--- config.mk ---
export PLATFORM = sky130hd
export DESIGN_NAME = sync_timing_tracker_flat
export DESIGN_NICKNAME = d
export VERILOG_FILES = /design/src/rtl/sync_timing_tracker_pkg.sv /design/src/rtl/sync_timing_tracker_if.sv /design/src/rtl/sync_timing_tracker_lock_fsm.sv /design/src/rtl/sync_timing_tracker.sv /design/src/flat_wrapper.sv
export SDC_FILE = /design/constraint.sdc
export NUM_CORES = 1
export LEC_CHECK = 0
export ABC_AREA = 1
export CORE_MARGIN = 2
export CORE_UTILIZATION = 43
export DETAILED_ROUTE_END_ITERATION = 10
export HOLD_SLACK_MARGIN = 0.05
export PLACE_DENSITY = 0.67
export SLEW_MARGIN = 20
export SYNTH_ARGS = -nofsm -noshare
export SYNTH_HDL_FRONTEND = slang
export SYNTH_SLANG_ARGS = --single-unit
export TNS_END_PERCENT = 100
--- constraint.sdc ---
create_clock -name clk -period 4.8 [get_ports clk]
set_clock_uncertainty 0.2 [all_clocks]
set_input_delay 0.48 -clock clk [delete_from_list [all_inputs] [get_ports clk]]
set_output_delay 0.48 -clock clk [all_outputs]
set_load 0.02 [all_outputs]
--- src/rtl/sync_timing_tracker_pkg.sv ---
// Shared types and default VGA 640x480 timing for the sync timing tracker.
package sync_timing_pkg;

  typedef enum logic [1:0] {
    UNLOCKED,
    ACQUIRE,
    LOCKED
  } lock_state_t;

  localparam int unsigned VGA_TOTAL_COLS  = 800;
  localparam int unsigned VGA_TOTAL_ROWS  = 525;
  localparam int unsigned VGA_ACTIVE_COLS = 640;
  localparam int unsigned VGA_ACTIVE_ROWS = 480;

endpackage

--- src/rtl/sync_timing_tracker_if.sv ---
// Sync inputs and recovered position/qualifier outputs of the tracker.
interface sync_timing_tracker_if #(
  parameter int unsigned COL_W = 10,
  parameter int unsigned ROW_W = 10
);
  logic             i_hsync;
  logic             i_vsync;
  logic             o_hsync;
  logic             o_vsync;
  logic [COL_W-1:0] o_col_counter;
  logic [ROW_W-1:0] o_row_counter;
  logic             o_active;
  logic             o_frame_start;
  logic             o_locked;
  logic             o_frame_err;

  modport master (
    output i_hsync, i_vsync,
    input  o_hsync, o_vsync, o_col_counter, o_row_counter,
           o_active, o_frame_start, o_locked, o_frame_err
  );

  modport slave (
    input  i_hsync, i_vsync,
    output o_hsync, o_vsync, o_col_counter, o_row_counter,
           o_active, o_frame_start, o_locked, o_frame_err
  );
endinterface

--- src/rtl/sync_timing_tracker_lock_fsm.sv ---
// Frame-length lock tracker: acquires after LOCK_FRAMES good frames, drops on any bad one.
module sync_lock_fsm
  import sync_timing_pkg::*;
#(
  parameter int unsigned LOCK_FRAMES = 2
) (
  input  logic clk,
  input  logic i_rst_n,
  input  logic rise,
  input  logic good,
  input  logic bad,
  output logic o_locked,
  output logic o_frame_err,
  output logic next_locked
);

  lock_state_t state, state_next;
  logic [3:0]  count, count_next, count_inc;
  logic        err_next;

  assign count_inc = count + 4'd1;

  always_comb begin
    state_next = state;
    count_next = count;
    err_next   = 1'b0;
    case (state)
      UNLOCKED: begin
        if (rise) begin
          state_next = ACQUIRE;
          count_next = '0;
        end
      end
      ACQUIRE: begin
        if (good) begin
          count_next = count_inc;
          if (count_inc == 4'(LOCK_FRAMES)) state_next = LOCKED;
        end else if (bad) begin
          count_next = '0;
        end
      end
      LOCKED: begin
        if (bad) begin
          state_next = UNLOCKED;
          err_next   = 1'b1;
        end
      end
      default: state_next = UNLOCKED;
    endcase
  end

  always_ff @(posedge clk or negedge i_rst_n) begin
    if (!i_rst_n) begin
      state       <= UNLOCKED;
      count       <= '0;
      o_frame_err <= 1'b0;
    end else begin
      state       <= state_next;
      count       <= count_next;
      o_frame_err <= err_next;
    end
  end

  assign o_locked    = (state == LOCKED);
  assign next_locked = (state_next == LOCKED);

endmodule

--- src/rtl/sync_timing_tracker.sv ---
// Recovers column/row position from hsync/vsync and qualifies it with lock/active/frame-start.
module sync_timing_tracker
  import sync_timing_pkg::*;
#(
  parameter int unsigned TOTAL_COLS  = VGA_TOTAL_COLS,
  parameter int unsigned TOTAL_ROWS  = VGA_TOTAL_ROWS,
  parameter int unsigned ACTIVE_COLS = VGA_ACTIVE_COLS,
  parameter int unsigned ACTIVE_ROWS = VGA_ACTIVE_ROWS,
  parameter int unsigned COL_W       = 10,
  parameter int unsigned ROW_W       = 10,
  parameter bit          SYNC_POL    = 1'b1,
  parameter int unsigned LOCK_FRAMES = 2
) (
  input logic                   clk,
  input logic                   i_rst_n,
  sync_timing_tracker_if.slave  bus
);

  logic             vs_n, vs_prev, rise;
  logic             col_last, row_last, frame_end, good, bad;
  logic [COL_W-1:0] col, col_next;
  logic [ROW_W-1:0] row, row_next;
  logic             locked_next;

  assign vs_n      = (bus.i_vsync == SYNC_POL);
  assign rise      = vs_n & ~vs_prev;
  assign col_last  = (col == COL_W'(TOTAL_COLS - 1));
  assign row_last  = (row == ROW_W'(TOTAL_ROWS - 1));
  assign frame_end = col_last & row_last;
  assign good      = rise & frame_end;
  assign bad       = rise ^ frame_end;

  always_comb begin
    col_next = col + COL_W'(1);
    row_next = row;
    if (rise) begin
      col_next = '0;
      row_next = '0;
    end else if (col_last) begin
      col_next = '0;
      row_next = row_last ? '0 : row + ROW_W'(1);
    end
  end

  sync_lock_fsm #(
    .LOCK_FRAMES(LOCK_FRAMES)
  ) u_lock (
    .clk         (clk),
    .i_rst_n     (i_rst_n),
    .rise        (rise),
    .good        (good),
    .bad         (bad),
    .o_locked    (bus.o_locked),
    .o_frame_err (bus.o_frame_err),
    .next_locked (locked_next)
  );

  // o_active is built from next-state counters/lock so it lines up with the registered counters.
  always_ff @(posedge clk or negedge i_rst_n) begin
    if (!i_rst_n) begin
      vs_prev           <= 1'b0;
      col               <= '0;
      row               <= '0;
      bus.o_hsync       <= 1'b0;
      bus.o_vsync       <= 1'b0;
      bus.o_frame_start <= 1'b0;
      bus.o_active      <= 1'b0;
    end else begin
      vs_prev           <= vs_n;
      col               <= col_next;
      row               <= row_next;
      bus.o_hsync       <= bus.i_hsync;
      bus.o_vsync       <= bus.i_vsync;
      bus.o_frame_start <= rise;
      bus.o_active      <= locked_next && (col_next < COL_W'(ACTIVE_COLS))
                                       && (row_next < ROW_W'(ACTIVE_ROWS));
    end
  end

  assign bus.o_col_counter = col;
  assign bus.o_row_counter = row;

endmodule
--- src/flat_wrapper.sv ---
// flat-port wrapper written by rule: the top's interface ports become plain ports
module sync_timing_tracker_flat import sync_timing_pkg::*;
#(
  parameter int unsigned TOTAL_COLS  = VGA_TOTAL_COLS,
  parameter int unsigned TOTAL_ROWS  = VGA_TOTAL_ROWS,
  parameter int unsigned ACTIVE_COLS = VGA_ACTIVE_COLS,
  parameter int unsigned ACTIVE_ROWS = VGA_ACTIVE_ROWS,
  parameter int unsigned COL_W       = 10,
  parameter int unsigned ROW_W       = 10,
  parameter bit          SYNC_POL    = 1'b1,
  parameter int unsigned LOCK_FRAMES = 2
)
  (clk, i_rst_n, bus_i_hsync, bus_i_vsync, bus_o_hsync, bus_o_vsync, bus_o_col_counter, bus_o_row_counter, bus_o_active, bus_o_frame_start, bus_o_locked, bus_o_frame_err);
  sync_timing_tracker_if #(.COL_W(COL_W), .ROW_W(ROW_W)) bus_i ();
  input logic clk;
  input logic i_rst_n;
  input wire logic [$bits(bus_i.i_hsync)-1:0] bus_i_hsync;
  input wire logic [$bits(bus_i.i_vsync)-1:0] bus_i_vsync;
  output wire logic [$bits(bus_i.o_hsync)-1:0] bus_o_hsync;
  output wire logic [$bits(bus_i.o_vsync)-1:0] bus_o_vsync;
  output wire logic [$bits(bus_i.o_col_counter)-1:0] bus_o_col_counter;
  output wire logic [$bits(bus_i.o_row_counter)-1:0] bus_o_row_counter;
  output wire logic [$bits(bus_i.o_active)-1:0] bus_o_active;
  output wire logic [$bits(bus_i.o_frame_start)-1:0] bus_o_frame_start;
  output wire logic [$bits(bus_i.o_locked)-1:0] bus_o_locked;
  output wire logic [$bits(bus_i.o_frame_err)-1:0] bus_o_frame_err;
  assign bus_i.i_hsync = bus_i_hsync;
  assign bus_i.i_vsync = bus_i_vsync;
  assign bus_o_hsync = bus_i.o_hsync;
  assign bus_o_vsync = bus_i.o_vsync;
  assign bus_o_col_counter = bus_i.o_col_counter;
  assign bus_o_row_counter = bus_i.o_row_counter;
  assign bus_o_active = bus_i.o_active;
  assign bus_o_frame_start = bus_i.o_frame_start;
  assign bus_o_locked = bus_i.o_locked;
  assign bus_o_frame_err = bus_i.o_frame_err;
  sync_timing_tracker #(.TOTAL_COLS(TOTAL_COLS), .TOTAL_ROWS(TOTAL_ROWS), .ACTIVE_COLS(ACTIVE_COLS), .ACTIVE_ROWS(ACTIVE_ROWS), .COL_W(COL_W), .ROW_W(ROW_W), .SYNC_POL(SYNC_POL), .LOCK_FRAMES(LOCK_FRAMES)) u_core (.clk(clk), .i_rst_n(i_rst_n), .bus(bus_i));
endmodule
==> qor.json, run 1 <==
{
  "yosysWarningCount": {"value": 0},
  "timing.critical_path.arrival": {"value": 2.43, "unit": "ns"},
  "maxClockFrequency": {"value": 415, "unit": "MHz"},
  "syn_area": {"value": 0.00173, "unit": "mm^2"},
  "postCtsSetupBuffers": {"value": 0},
  "routed_via_density": {"value": 4.83},
  "gr-total-overflow": {"value": 0},
  "fin_crit": {"value": 2.41, "unit": "ns"},
  "num_io_pins": {"value": 30},
  "synth.net_count": {"value": 229},
  "nets": {"value": 266},
  "core_region_area": {"value": 0.00394, "unit": "mm^2"},
  "diodes": {"value": 0},
  "postRouteAntennaNets": {"value": 0},
  "number_of_global_route_vias_before_repair": {"value": 1358},
  "slew_headroom": {"value": 71.9, "unit": "%"},
  "drive_above_1_share": {"value": 11.3, "unit": "%"},
  "remaining_drc_errors": {"value": 0},
  "crit_path_cell_trace": {"value": "ha_1 > nand3_1 > nor2_2 > nand2_2 > nor2_1 > ha_1 > o21ai_0 > a32o_1"},
  "gp_congestion": {"value": 0.890},
  "setup-tns-final": {"value": 0, "unit": "ns"},
  "main_combinational_cell_family_by_area_after_synthesis": {"value": "simple AND/OR/NAND/NOR gates"},
  "drt_iter0_markers": {"value": 84},
  "synthSimpleGateAreaFrac": {"value": 33.1, "unit": "%"},
  "seq_area_frac_synth": {"value": 44.9, "unit": "%"},
  "leakagePower": {"value": 1.06, "unit": "nW"},
  "crit_type": {"value": "reg -> reg"},
  "initial_utilization": {"value": 43.9, "unit": "%"},
  "htree_levels": {"value": 2},
  "postCtsResizedCells": {"value": 0},
  "grt_antenna_before_repair": {"value": 0},
  "buffer_ports.inserted": {"value": 29},
  "layout.filler_cells": {"value": 365},
  "hpwlAfterDp": {"value": 2.65, "unit": "mm"},
  "p_per_area": {"value": 293, "unit": "mW/mm^2"},
  "drt-wirelength-per-cell": {"value": 11.4, "unit": "um"},
  "finalSetupViolCount": {"value": 0},
  "clock_tree.buffer_depth": {"value": 2},
  "chipHeight": {"value": 67.4, "unit": "um"},
  "pin_count_of_the_biggest_net_entering_global_routing": {"value": 32},
  "postRouteWirelength": {"value": 3.51, "unit": "mm"},
  "crit_path_end_kind": {"value": "flop"},
  "chipWidth": {"value": 67.4, "unit": "um"},
  "via_count": {"value": 1484},
  "placement_row_count": {"value": 23},
  "cts_made_buffers": {"value": 5},
  "globalRouteMet1Util": {"value": 25.1, "unit": "%"},
  "syn_to_final_growth": {"value": 27.6, "unit": "%"},
  "crit_buf_inv": {"value": 0},
  "top_usage_layer": {"value": "met2"},
  "post_layout_total_power": {"value": 647, "unit": "uW"},
  "clk-insertion-delay-late": {"value": 0.28, "unit": "ns"},
  "grt_total_usage": {"value": 18.3, "unit": "%"},
  "drt_pass1_iterations": {"value": 4},
  "cap_violations": {"value": 0},
  "global_route.usage.met3": {"value": 5.83, "unit": "%"},
  "final_core_utilization": {"value": 56.0, "unit": "%"},
  "timing_worst_slew_pin_value": {"value": 0.418, "unit": "ns"},
  "vdd.ir_drop.worst": {"value": 0.000218, "unit": "V"},
  "ctsHoldBuffers": {"value": 0},
  "rsz0062_at_grt": {"value": "no"},
  "outcome": {"value": "finished clean"},
  "clock_sink_count": {"value": 31},
  "synthDistinctLibCells": {"value": 26},
  "cts.clk_slew.worst_paths": {"value": 0.07, "unit": "ns"},
  "fin_cells": {"value": 307},
  "cp_top_family": {"value": "compound AO/OA/AOI/OAI gates"},
  "crit_path_max_cell_delay": {"value": 0.46, "unit": "ns"},
  "die_area": {"value": 0.00454, "unit": "mm^2"},
  "cpMostUsedCell": {"value": "sky130_fd_sc_hd__ha_1"},
  "clock_tree_root_buffer_cell": {"value": "sky130_fd_sc_hd__clkbuf_8"},
  "grt_pass1_wl": {"value": 6.17, "unit": "mm"},
  "synth_cells": {"value": 219},
  "numPlacedInstances": {"value": 299},
  "sequential_cell_area": {"value": 776, "unit": "um^2"},
  "worst_path_max_delay_cell": {"value": "sky130_fd_sc_hd__dfrtp_1"},
  "compound_gate_fraction_of_synth_area": {"value": 6.87, "unit": "%"},
  "tritoncts": {"value": "yes"},
  "syn_avg_cell_area": {"value": 7.90, "unit": "um^2"},
  "timing.critical_path.required": {"value": 4.82, "unit": "ns"},
  "min-delay-path-class": {"value": "reg -> reg"},
  "synth_adder_area_share": {"value": 4.34, "unit": "%"},
  "period_share": {"value": 50.1, "unit": "%"},
  "hold_violations": {"value": 0},
  "timing.critical_path.fanout_max": {"value": 7},
  "timing.critical_path.from_type": {"value": "flop"},
  "finalMaxSlewViolations": {"value": 0},
  "synth.ff_latch_count": {"value": 31},
  "multi_input_comb_area": {"value": 802, "unit": "um^2"},
  "post_synth_xor_area_fraction": {"value": 2.03, "unit": "%"},
  "grt_util_met2": {"value": 28.1, "unit": "%"},
  "post_synth_mux_area_share": {"value": 0, "unit": "%"}
}
==> layout make-up <==
| cell class | instances | share of cell area, % |
|---|---|---|
| well taps | 50 | 2.83 |
| repair buffers | 30 | 13.5 |
| multi-input cells | 148 | 36.3 |
| clock inverters | 2 | 1.59 |
| flip-flops and latches | 31 | 35.1 |
| clock buffers | 6 | 3.74 |
| inverters | 40 | 6.86 |
==> worst register-to-register path, cell delays in order, from the launching register on <==
cell,delay [ns]
sky130_fd_sc_hd__dfrtp_1,0.46
sky130_fd_sc_hd__ha_1,0.26
sky130_fd_sc_hd__nand3_1,0.16
sky130_fd_sc_hd__nor2_2,0.15
sky130_fd_sc_hd__nand2_2,0.11
sky130_fd_sc_hd__nor2_1,0.13
sky130_fd_sc_hd__ha_1,0.26
sky130_fd_sc_hd__o21ai_0,0.38
sky130_fd_sc_hd__a32o_1,0.24
==> path summary, 6_finish.rpt <==
check	end	slack, ns	depth (start not counted)	from
max	u_core.u_lock.count[2]	2.39	8	u_core.bus.o_col_counter[0]
min	u_core.u_lock.count[3]	0.35	2	u_core.u_lock.count[3]
max reg2reg	u_core.u_lock.count[2]	2.39	8	u_core.bus.o_col_counter[0]
min reg2reg	u_core.u_lock.count[3]	0.35	2	u_core.u_lock.count[3]
max in group asynchronous	u_core.bus.o_col_counter[6]	3.73	2	i_rst_n
min in group asynchronous	u_core.bus.o_row_counter[9]	0.38	2	i_rst_n
==> flip-flops by register name, indices dropped and copies added (netlist names) <==
| register | cells |
|---|---|
| u_core.bus.o_active | 1 |
| u_core.bus.o_col_counter | 10 |
| u_core.bus.o_frame_start | 1 |
| u_core.bus.o_hsync | 1 |
| u_core.bus.o_row_counter | 10 |
| u_core.bus.o_vsync | 1 |
| u_core.u_lock.count | 4 |
| u_core.u_lock.o_frame_err | 1 |
| u_core.u_lock.state | 2 |
==> synth_stat cells <==
cell type                  instances  share of area, %
sky130_fd_sc_hd__clkinv_2          1              0.29
sky130_fd_sc_hd__nor2_4            3               2.0
sky130_fd_sc_hd__nand2_2           4               1.4
sky130_fd_sc_hd__nand3_1          18               5.2
sky130_fd_sc_hd__dfrtp_1          31                45
sky130_fd_sc_hd__a21oi_1           5               1.4
sky130_fd_sc_hd__o22ai_1           3               1.1
sky130_fd_sc_hd__nor3_2            2               1.2
sky130_fd_sc_hd__nor2_8            1               1.2
sky130_fd_sc_hd__ha_1              6               4.3
sky130_fd_sc_hd__o21ai_0           9               2.6
sky130_fd_sc_hd__inv_2             4              0.87
sky130_fd_sc_hd__inv_1            35               7.6
sky130_fd_sc_hd__nand4_1           6               2.2
sky130_fd_sc_hd__nor3_1            5               1.4
sky130_fd_sc_hd__o21ai_1           1              0.29
sky130_fd_sc_hd__and2_1            1              0.36
sky130_fd_sc_hd__xor2_1            3               1.5
sky130_fd_sc_hd__nand4_2           1              0.72
sky130_fd_sc_hd__nand2_1          47                10
sky130_fd_sc_hd__xnor2_1           1              0.51
sky130_fd_sc_hd__o21bai_1          2              0.87
sky130_fd_sc_hd__nand3_2           2               1.2
sky130_fd_sc_hd__nor2_2            2              0.72
sky130_fd_sc_hd__a32o_1            1              0.58
sky130_fd_sc_hd__nor2_1           25               5.4
==> per-layer routing <==
layer	share of wire [%]	vias to the layer above
li1	-	774
met1	49	678
met2	45	28
met3	4.7	4
met4	0.83	0
met5	0	-
==> metrics by stage <==
stage / hold WS (ns) / cell area [um^2] / setup slack (ns)
finish: 0.345 / 2210 / 2.39
detailed placement: 0.343 / 2090 / 2.38
CTS: 0.358 / 2210 / 2.38
floorplan: -0.0156 / 1730 / 2.54
global placement: 0.319 / 2090 / 2.38
global route: 0.374 / 2210 / 2.11
==> report_power, final <==
part / internal [mW] / switching (mW) / leakage [nW]
sequential: 0.275 / 0.0184 / 0.418
clock: 0.168 / 0.0983 / 0.0612
combinational: 0.0366 / 0.0505 / 0.585
total: 0.479 / 0.167 / 1.06
==> cell families (layout without fill, tap and decap cells) <==
family                     after synthesis  in the layout
adders and majority gates                6              6
AOI/OAI and AO/OA                       21             21
xor gates and xnor gates                 4              4
and+or+nand+nor                        117            117
DFF                                     31             31
buffers and inverters                   40             78
==> layout by cell type, fill, tap and decap left out, types with 2 or more instances in the layout <==
cell type / netlist / final
sky130_fd_sc_hd__o22ai_1: 3 / 3
sky130_fd_sc_hd__nand4_1: 6 / 6
sky130_fd_sc_hd__nor2_1: 25 / 25
sky130_fd_sc_hd__clkbuf_8: 0 / 6
sky130_fd_sc_hd__xor2_1: 3 / 3
sky130_fd_sc_hd__a21oi_1: 5 / 5
sky130_fd_sc_hd__clkinv_2: 1 / 2
sky130_fd_sc_hd__nand3_1: 18 / 18
sky130_fd_sc_hd__nor2_4: 3 / 3
sky130_fd_sc_hd__nor2_2: 2 / 2
sky130_fd_sc_hd__nand2_2: 4 / 4
sky130_fd_sc_hd__dfrtp_1: 31 / 31
sky130_fd_sc_hd__nor3_2: 2 / 2
sky130_fd_sc_hd__nand3_2: 2 / 2
sky130_fd_sc_hd__nand2_1: 47 / 47
sky130_fd_sc_hd__clkdlybuf4s50_1: 0 / 29
sky130_fd_sc_hd__inv_2: 4 / 4
sky130_fd_sc_hd__o21bai_1: 2 / 2
sky130_fd_sc_hd__inv_1: 35 / 35
sky130_fd_sc_hd__ha_1: 6 / 6
sky130_fd_sc_hd__o21ai_0: 9 / 9
sky130_fd_sc_hd__nor3_1: 5 / 5
(Power assumes the default switching activity.)
==> inputs of run 2 (changes only) <==
--- a/config.mk
+++ b/config.mk
@@ -10,7 +10,7 @@
 export CORE_UTILIZATION = 43
 export DETAILED_ROUTE_END_ITERATION = 10
 export HOLD_SLACK_MARGIN = 0.05
-export PLACE_DENSITY = 0.67
+export PLACE_DENSITY = 0.7
 export SLEW_MARGIN = 20
 export SYNTH_ARGS = -nofsm -noshare
 export SYNTH_HDL_FRONTEND = slang
==> constraint.sdc (replaced) <==
create_clock -name clk -period 2.07 [get_ports clk]
set_clock_uncertainty 0.2 [all_clocks]
set_input_delay 0.207 -clock clk [delete_from_list [all_inputs] [get_ports clk]]
set_output_delay 0.207 -clock clk [all_outputs]
set_load 0.02 [all_outputs]
==> run 2 against run 1 <==
The run now ends with setup timing left. Global-route usage increased by 0.85 points. Critical path depth increased by 6. Sequential power increased by 130%. Final cell count increased by 6.2%. Count of clock-buffer cells in the layout increased by 1. Total power increased by 110%. Cell area increased by 8.8%. Largest cell class unchanged. Largest power group unchanged.
==> qor.json, run 2 (synthesis results as in run 1) <==
{
  "ff2ff_path_depth": {"value": 14, "change": "+6"},
  "final_common_cell": {"value": "sky130_fd_sc_hd__nand2_1"},
  "cap_violations": {"value": 0, "change": "unchanged"},
  "period_share": {"value": 102, "unit": "%", "change": "+52 points"},
  "postLayoutSetupSlackWorst": {"value": -0.0398, "unit": "ns", "change": "-2.43 ns"},
  "syn_to_final_growth": {"value": 38.9, "unit": "%"},
  "htree_levels": {"value": 2, "change": "unchanged"},
  "chipHeight": {"value": 67.4, "unit": "um", "change": "unchanged"},
  "postRouteAntennaNets": {"value": 0, "change": "unchanged"},
  "postRouteWirelength": {"value": 3.94, "unit": "mm", "change": "+12%"},
  "pin_count_of_the_biggest_net_entering_global_routing": {"value": 32, "change": "unchanged"},
  "fin_cells": {"value": 326, "change": "+6.2%"},
  "finalMaxSlewViolations": {"value": 0, "change": "unchanged"},
  "cts.clk_slew.worst_paths": {"value": 0.06, "unit": "ns", "change": "about the same"},
  "routed_via_density": {"value": 4.83, "change": "-0.18%"},
  "core_region_area": {"value": 0.00394, "unit": "mm^2", "change": "unchanged"},
  "crit_path_cell_trace": {"value": "inv_2 > ha_4 > nand2_2 > nor3_2 > nand4_1 > nor2_2 > ha_4 > nand2_2 > nor2_1 > and2_1 > nand2_1 > o21ai_2 > nand3_1 > nor2_1"},
  "grt_pass1_wl": {"value": 6.51, "unit": "mm", "change": "+5.5%"},
  "timing.critical_path.fanout_max": {"value": 2, "change": "-5"},
  "cp_top_family": {"value": "simple AND/OR/NAND/NOR gates"},
  "post-place-ws": {"value": -0.0182, "unit": "ns", "change": "-2.40 ns"},
  "tritoncts": {"value": "yes"},
  "chipWidth": {"value": 67.4, "unit": "um", "change": "unchanged"},
  "drive_above_1_share": {"value": 23.9, "unit": "%", "change": "+13 points"},
  "timing.critical_path.arrival": {"value": 2.12, "unit": "ns", "change": "-0.31 ns"},
  "clock_tree_root_buffer_cell": {"value": "sky130_fd_sc_hd__clkbuf_8"},
  "clock_sink_count": {"value": 31, "change": "unchanged"},
  "die_area": {"value": 0.00454, "unit": "mm^2", "change": "unchanged"},
  "worst_path_max_delay_cell": {"value": "sky130_fd_sc_hd__dfrtp_2"},
  "vdd.ir_drop.worst": {"value": 0.000391, "unit": "V", "change": "+79%"},
  "finalSetupViolCount": {"value": 1, "change": "+1"},
  "hpwlAfterDp": {"value": 3.04, "unit": "mm", "change": "+15%"},
  "diodes": {"value": 0, "change": "unchanged"},
  "drt_iter0_markers": {"value": 107, "change": "+27%"},
  "num_io_pins": {"value": 30, "change": "unchanged"},
  "ctsHoldBuffers": {"value": 0, "change": "unchanged"},
  "outcome": {"value": "complete, but fails checks"},
  "p_per_area": {"value": 576, "unit": "mW/mm^2", "change": "+96%"},
  "min-delay-path-class": {"value": "in -> async"},
  "grt_total_usage": {"value": 19.2, "unit": "%", "change": "+0.85 points"},
  "hold_violations": {"value": 0, "change": "unchanged"},
  "most-common-layout-cells": {"value": "45 x sky130_fd_sc_hd__nand2_1, 32 x sky130_fd_sc_hd__inv_1, 29 x sky130_fd_sc_hd__clkdlybuf4s50_1, 27 x sky130_fd_sc_hd__dfrtp_1, 23 x sky130_fd_sc_hd__nor2_1"},
  "cts_made_buffers": {"value": 5, "change": "unchanged"},
  "layout.filler_cells": {"value": 350, "change": "-4.1%"},
  "stdcell_area": {"value": 0.00240, "unit": "mm^2", "change": "+8.8%"},
  "clock_tree.buffer_depth": {"value": 2, "change": "unchanged"},
  "drt-wirelength-per-cell": {"value": 12.1, "unit": "um", "change": "+5.7%"},
  "slew_headroom": {"value": 74.2, "unit": "%", "change": "+2.3 points"},
  "failed_checks": {"value": "setup timing"},
  "via_count": {"value": 1573, "change": "+6.0%"},
  "gp_congestion": {"value": 0.873, "change": "-1.9%"},
  "initial_utilization": {"value": 43.9, "unit": "%", "change": "unchanged"},
  "leakagePower": {"value": 1.15, "unit": "nW", "change": "+8.4%"},
  "crit_buf_inv": {"value": 1, "change": "+1"},
  "clk-insertion-delay-late": {"value": 0.28, "unit": "ns", "change": "about the same"},
  "drt_pass1_iterations": {"value": 4, "change": "unchanged"},
  "whs": {"value": 0.117, "unit": "ns", "change": "-0.228 ns"},
  "cp_num_cells": {"value": 14, "change": "+6"},
  "maxClockFrequency": {"value": 474, "unit": "MHz", "change": "+14%"},
  "placement.cell_area": {"value": 0.00226, "unit": "mm^2", "change": "+8.4%"},
  "gr-total-overflow": {"value": 0, "change": "unchanged"},
  "timing.critical_path.required": {"value": 2.08, "unit": "ns", "change": "-2.74 ns"},
  "crit_type": {"value": "reg -> reg"},
  "placement_row_count": {"value": 23, "change": "unchanged"},
  "crit_path_end_kind": {"value": "flop"},
  "fin_crit": {"value": 2.11, "unit": "ns", "change": "-0.297 ns"},
  "buffer_ports.inserted": {"value": 29, "change": "unchanged"},
  "grt_antenna_before_repair": {"value": 0, "change": "unchanged"},
  "timing.critical_path.from_type": {"value": "flop"},
  "rsz0062_at_grt": {"value": "yes"},
  "remaining_drc_errors": {"value": 0, "change": "unchanged"},
  "number_of_global_route_vias_before_repair": {"value": 1437, "change": "+5.8%"},
  "numPlacedInstances": {"value": 319, "change": "+6.7%"},
  "crit_path_max_cell_delay": {"value": 0.41, "unit": "ns", "change": "-0.05 ns"},
  "timing_worst_slew_pin_value": {"value": 0.384, "unit": "ns", "change": "-0.0337 ns"},
  "nets": {"value": 286, "change": "+7.5%"}
}
==> run 2: cell count changes in the layout (fill, tap and decap cells not counted), sizes merged <==
cell,change
clkinv,-1
buf,+20
clkbuf,+1
bufinv,-1
==> run 2: layout make-up <==
class	count	area, um^2	share of cell area [%]
well taps	50	62.6	2.61
multi-input cells	148	882	36.7
flip-flops and latches	31	781	32.5
inverters	40	151	6.31
repair buffers	50	448	18.7
clock buffers	7	76.3	3.18
==> run 2: path summary, 6_finish.rpt <==
kind,start,to,slack [ns]
min in group clk,bus_i_hsync,u_core.bus.o_hsync,0.17
hold reg to reg,u_core.u_lock.count[3],u_core.u_lock.count[3],0.34
hold / removal,i_rst_n,u_core.bus.o_row_counter[5],0.12
max in group asynchronous,i_rst_n,u_core.bus.o_col_counter[1],1.24
setup / recovery,u_core.bus.o_row_counter[1],u_core.bus.o_active,-0.04
setup reg to reg,u_core.bus.o_row_counter[1],u_core.bus.o_active,-0.04
==> run 2: power breakdown <==
group	internal, mW	leakage, nW	switching, mW	total (mW)
clock network	0.231	0.0383	0.206	0.437
logic	0.125	0.702	0.152	0.277
registers	0.641	0.412	0.0283	0.669
==> run 2: stage by stage <==
step                      total power [mW]  TNS [ns]  utilization, %
after floorplan                      0.809  -0.00849               -
after global placement               0.945         0            57.4
after detailed placement             0.954   -0.0340            57.4
after CTS                             1.39   -0.0198            59.5
after global routing                  1.46    -0.414            60.9
final                                 1.38   -0.0398            60.9
==> run 2: layer usage <==
layer	routed length [um]	share of wire (%)	vias up	GRT usage, %
met5	0	0	-	0
met4	44	1.1	0	6.12
met3	162	4.1	5	3.50
met2	1860	47	35	30.1
met1	1870	47	720	26.9
li1	-	-	813	-
==> run 2: what timing repair did <==
| item | CTS | global route |
|---|---|---|
| pin swaps | 0 | 4 |
| setup endpoints to repair | 5 | 5 |
| setup buffers | 0 | 0 |
| resized for setup | 1 | 16 |
